## src/rtl/mem_port_arbiter.sv

```systemverilog
// Arbitrates one req/ack memory port between instruction fetch and MEM-stage loads/stores.
// Builds byte enables and replicated store lanes, and sign/zero-extends load data.
module mem_port_arbiter #(
   parameter int WIDTH = 32
) (
   input  logic             clk,
   input  logic             rst,
   input  logic             if_req,
   input  logic [WIDTH-1:0] if_addr,
   output logic [WIDTH-1:0] if_rdata,
   output logic             if_ready,
   input  logic             mem_read_m,
   input  logic             mem_write_m,
   input  logic [WIDTH-1:0] alu_result_m,
   input  logic [WIDTH-1:0] write_data_m,
   input  logic [2:0]       funct3_m,
   output logic [WIDTH-1:0] d_rdata,
   output logic             d_ready,
   output logic             mem_req,
   output logic             mem_we,
   output logic [WIDTH-1:0] mem_addr,
   output logic [WIDTH-1:0] mem_wdata,
   output logic [3:0]       mem_be,
   input  logic             mem_ack,
   input  logic [WIDTH-1:0] mem_rdata
);

   // state  | meaning
   // IDLE   | no access; D-side wins over I-side on grant
   // I_ACC  | fetch in flight, waiting for mem_ack
   // D_ACC  | load/store in flight, waiting for mem_ack
   // I_RESP | if_ready pulse; requests ignored
   // D_RESP | d_ready pulse; requests ignored
   typedef enum logic [2:0] {
      S_IDLE,
      S_I_ACC,
      S_D_ACC,
      S_I_RESP,
      S_D_RESP
   } state_t;

   state_t           r_state;
   logic [2:0]       r_funct3;
   logic [1:0]       r_lane;
   logic             r_if_ready;
   logic             r_d_ready;
   logic             r_mem_req;
   logic             r_mem_we;
   logic [3:0]       r_mem_be;
   logic [WIDTH-1:0] r_if_rdata;
   logic [WIDTH-1:0] r_d_rdata;
   logic [WIDTH-1:0] r_mem_addr;
   logic [WIDTH-1:0] r_mem_wdata;

   logic [3:0]       w_d_be;
   logic [WIDTH-1:0] w_d_wdata;
   logic [7:0]       w_byte;
   logic [15:0]      w_half;
   logic [WIDTH-1:0] w_load;
   logic             w_unused_ok;

   // Fetches are always word-aligned, so the low fetch address bits are dropped.
   assign w_unused_ok = ^if_addr[1:0];

   always_comb begin
      w_d_be    = 4'b1111;
      w_d_wdata = write_data_m;
      case (funct3_m[1:0])
         2'b00: begin
            w_d_be    = 4'b0001 << alu_result_m[1:0];
            w_d_wdata = {4{write_data_m[7:0]}};
         end
         2'b01: begin
            w_d_be    = 4'b0011 << {alu_result_m[1], 1'b0};
            w_d_wdata = {2{write_data_m[15:0]}};
         end
         default: ;
      endcase
   end

   always_comb begin
      w_byte = mem_rdata[7:0];
      case (r_lane)
         2'd1:    w_byte = mem_rdata[15:8];
         2'd2:    w_byte = mem_rdata[23:16];
         2'd3:    w_byte = mem_rdata[31:24];
         default: w_byte = mem_rdata[7:0];
      endcase
      w_half = r_lane[1] ? mem_rdata[31:16] : mem_rdata[15:0];
      w_load = mem_rdata;
      case (r_funct3)
         3'b000:  w_load = {{24{w_byte[7]}}, w_byte};
         3'b001:  w_load = {{16{w_half[15]}}, w_half};
         3'b100:  w_load = {24'd0, w_byte};
         3'b101:  w_load = {16'd0, w_half};
         default: w_load = mem_rdata;
      endcase
   end

   always_ff @(posedge clk) begin
      if (rst) begin
         r_state     <= S_IDLE;
         r_funct3    <= 3'd0;
         r_lane      <= 2'd0;
         r_if_ready  <= 1'b0;
         r_d_ready   <= 1'b0;
         r_mem_req   <= 1'b0;
         r_mem_we    <= 1'b0;
         r_mem_be    <= 4'd0;
         r_if_rdata  <= '0;
         r_d_rdata   <= '0;
         r_mem_addr  <= '0;
         r_mem_wdata <= '0;
      end else begin
         r_if_ready <= 1'b0;
         r_d_ready  <= 1'b0;
         case (r_state)
            S_IDLE: begin
               if (mem_read_m || mem_write_m) begin
                  r_state     <= S_D_ACC;
                  r_mem_req   <= 1'b1;
                  r_mem_we    <= mem_write_m;
                  r_mem_addr  <= {alu_result_m[WIDTH-1:2], 2'b00};
                  r_mem_wdata <= w_d_wdata;
                  r_mem_be    <= w_d_be;
                  r_funct3    <= funct3_m;
                  r_lane      <= alu_result_m[1:0];
               end else if (if_req) begin
                  r_state     <= S_I_ACC;
                  r_mem_req   <= 1'b1;
                  r_mem_we    <= 1'b0;
                  r_mem_addr  <= {if_addr[WIDTH-1:2], 2'b00};
                  r_mem_wdata <= '0;
                  r_mem_be    <= 4'b1111;
               end
            end
            S_I_ACC: begin
               if (mem_ack) begin
                  r_state    <= S_I_RESP;
                  r_mem_req  <= 1'b0;
                  r_if_rdata <= mem_rdata;
                  r_if_ready <= 1'b1;
               end
            end
            S_D_ACC: begin
               if (mem_ack) begin
                  r_state   <= S_D_RESP;
                  r_mem_req <= 1'b0;
                  r_mem_we  <= 1'b0;
                  r_d_rdata <= r_mem_we ? '0 : w_load;
                  r_d_ready <= 1'b1;
               end
            end
            default: r_state <= S_IDLE;
         endcase
      end
   end

   assign if_rdata  = r_if_rdata;
   assign if_ready  = r_if_ready;
   assign d_rdata   = r_d_rdata;
   assign d_ready   = r_d_ready;
   assign mem_req   = r_mem_req;
   assign mem_we    = r_mem_we;
   assign mem_addr  = r_mem_addr;
   assign mem_wdata = r_mem_wdata;
   assign mem_be    = r_mem_be;

endmodule

```

## config.mk

```make
export PLATFORM = sky130hd
export DESIGN_NAME = mem_port_arbiter
export DESIGN_NICKNAME = d
export VERILOG_FILES = /design/src/rtl/mem_port_arbiter.sv
export SDC_FILE = /design/constraint.sdc
export NUM_CORES = 1
export LEC_CHECK = 0
export CORE_MARGIN = 8
export CORE_UTILIZATION = 38
export DETAILED_ROUTE_END_ITERATION = 10
export PLACE_DENSITY = 0.75
export SLEW_MARGIN = 20
export SYNTH_ARGS = -nofsm -noshare
export SYNTH_HDL_FRONTEND = slang
export SYNTH_SLANG_ARGS = --single-unit
```

## constraint.sdc

```tcl
create_clock -name clk -period 2.1 [get_ports clk]
set_input_delay 0.315 -clock clk [delete_from_list [all_inputs] [get_ports clk]]
set_output_delay 0.315 -clock clk [all_outputs]
set_load 0.01 [all_outputs]
```

==> metrics.yaml <==
portBuffers: 268
synth_top_cell_by_area: "dfxtp_1"
outcome: "complete, no violations"
vias: 6019
fin_setup_tns_ps: 0
first_iter_violations: 343
critPathMaxFanout: 16
clock_latency_ps: 430
drive_gt1_share_pct: 12.3
syn-instance-count: 693
cp.arrival_ps: 2100
slowest_stage: "dfxtp_1"
ir_drop_uv: 537
cp.required_ps: 2410
dp_hpwl_um: 16400
yosys_warnings: 0
root_buffer: "clkbuf_16"
antenna_found_initial: 0
path_class: "reg2reg"
synth_ff_type: "dfxtp_1"
die-height_um: 141
period_minus_slack_ps: 1790
path_cells: "mux2_2, a22oi_1, a2111oi_4, buf_12, a221o_2"
fp.dieW_um: 141
ios: 273
yosys-top-cells-area: "dfxtp_1, nand2_1, mux2_2"
fin_crit_sh_pct: 85.1
synthToLayoutAreaGrowth_pct: 62.6
overflow: 0
rows: 45
cp-start-kind: "register"
synth_edf_count: 0
post-route-drc-count: 0
grt_pass1_vias: 6139
synth_seq_area_share_pct: 47.8
placed_cell_area_sq_mm: 0.00901
totalWireLength_um: 21800
stdcell_area_sq_mm: 0.00967
htreeDepth: 4
grt_use_total_pct: 21.8
avgRoutedWirePerCell_um: 18.4
seqCellArea_sq_mm: 0.00284
clock.fmax_mhz: 559
dr.pass1.iters: 5
synth_area_per_cell_sq_um: 8.59
final_common_cell: "clkdlybuf4s50_1"
multi_input_area_sq_mm: 0.00285
yosysUniqueCellTypes: 42
grt_max_degree: 87
hold_ws_ps: 314
cap_viol_max_count: 0
gp_congestion: 0.837
hold_buffers: 0
finalCoreUtilization_pct: 63.4
p_total_uw: 7930
rsz0062_at_grt: "no"
p_per_area_mw_per_mm2: 820
ys_ff_latch: 142
fin_skew_ps: 13.1
cp_slowest_stage_delay_ps: 400
timing.final.hold_violations: 0
cts_buffer_depth: 2
clk_pin_slew_ps: 60
coreArea_sq_mm: 0.0153
final_cell_mix: "clkdlybuf4s50_1, nand2_1, dfxtp_1"
relSlewSlack_pct: 37.6
fillCellCount: 1301
synth_top_cell_area_share_pct: 47.8
cts_buffers: 17
cts.sinks: 142
cts_tree: "built"
nets: 1096
die_area_sq_mm: 0.0199
postRouteAntennaNets: 0
start_util_pct: 39.0
viasPerCell: 5.09
hp-class: "in2reg"
final_max_slew_viol_count: 0
synthArstFlopShare_pct: 0
setup_viol: 0
diodes: 0
grt_pass1_wl_um: 33900
syn_area_sq_mm: 0.00595
end_kind: "register"
p_leak_uw: 0.00361
tightest_slew_ps: 937
per-layer routing:
metal / part of all wire (%) / track usage (%)
met4: 1.4 / 6.11
met5: 0 / 0
met2: 48 / 36.9
met1: 39 / 23.4
met3: 12 / 11.3
flip-flops by register name (all words and copies together), names as in the netlist:
| name | flops |
|---|---|
| d_rdata | 32 |
| d_ready | 1 |
| if_rdata | 32 |
| if_ready | 1 |
| mem_addr | 30 |
| mem_be | 4 |
| mem_req | 1 |
| mem_wdata | 32 |
| mem_we | 1 |
| r_funct3 | 3 |
| r_lane | 2 |
| r_state | 3 |
worst paths after layout:
| kind | cells past startpoint | to | slack (ps) | from |
|---|---|---|---|---|
| worst max register to register | 5 | d_rdata[30] | 310 | r_lane[0] |
| worst min register to register | 2 | if_rdata[22] | 450 | if_rdata[22] |
| worst min-delay path | 4 | r_state[2] | 310 | rst |
| worst max-delay path | 5 | d_rdata[30] | 310 | r_lane[0] |
cell usage after synthesis (2+ instances only):
cell type and instances:
a221o_1 6, buf_2 2, nor2_1 75, a311oi_1 30
buf_1 9, o21ai_0 25, inv_1 2, a22o_1 6
nand3_1 3, a211oi_1 4, mux2_2 27, nor4_1 2
nor3b_1 3, a221o_2 10, o21bai_1 3, a21oi_1 49
buf_4 4, nand2_1 154, nor3_1 5, nand2b_1 9
dfxtp_1 142, a22oi_1 33, mux2i_1 14, clkbuf_1 46
and2_1 2, a32o_1 8, nor2b_1 5
critical path, delay by kind of cell, from the launching register on:
kind / cells / cell delay [ps]
AOI/OAI and AO/OA: 3 / 740
DFF: 1 / 400
muxes: 1 / 350
buffers and inverters: 1 / 170
logic make-up (layout without fill, tap and decap cells):
| group | Yosys count | in the layout | synth area share [%] |
|---|---|---|---|
| AOI/OAI and AO/OA | 180 | 180 | 21.9 |
| xor gates and xnor gates | 1 | 1 | 0.147 |
| buffers and inverters | 65 | 343 | 4.54 |
| DFF | 142 | 142 | 47.8 |
| muxes | 41 | 41 | 7.46 |
| other | 1 | 2 | 0.0630 |
| and+or+nand+nor | 263 | 263 | 18.1 |
repair_timing:
| action | CTS | global route |
|---|---|---|
| buffers inserted | 1 | 0 |
| pin swaps | 1 | 0 |
| gates cloned | 0 | 0 |
| setup endpoints to repair | 16 | 16 |
| gates resized for setup | 0 | 1 |
cell type report:
class	instances	area share [%]
clock buffers	18	4.54
clock inverters	14	2.11
inverters	2	0.0776
multi-input cells	487	29.5
flip-flops and latches	142	29.4
well taps	211	2.73
repair buffers	309	31.7
metrics by stage:
stage | worst slack [ps] | std cells
final | 312 | 1183
after global routing | 198 | 1183
after CTS | 119 | 1183
after detailed placement | -360 | 1150
after global placement | -324 | 1150
after floorplan | 91.4 | 694
power breakdown:
part / total [uW] / switching, uW / leakage (uW) / internal, uW
clock: 3280 / 1240 / 0.000310 / 2040
combinational: 1640 / 751 / 0.00214 / 886
sequential: 3010 / 116 / 0.00116 / 2900
total: 7930 / 2110 / 0.00361 / 5830
No activity file was read; power rests on OpenSTA's default activity.
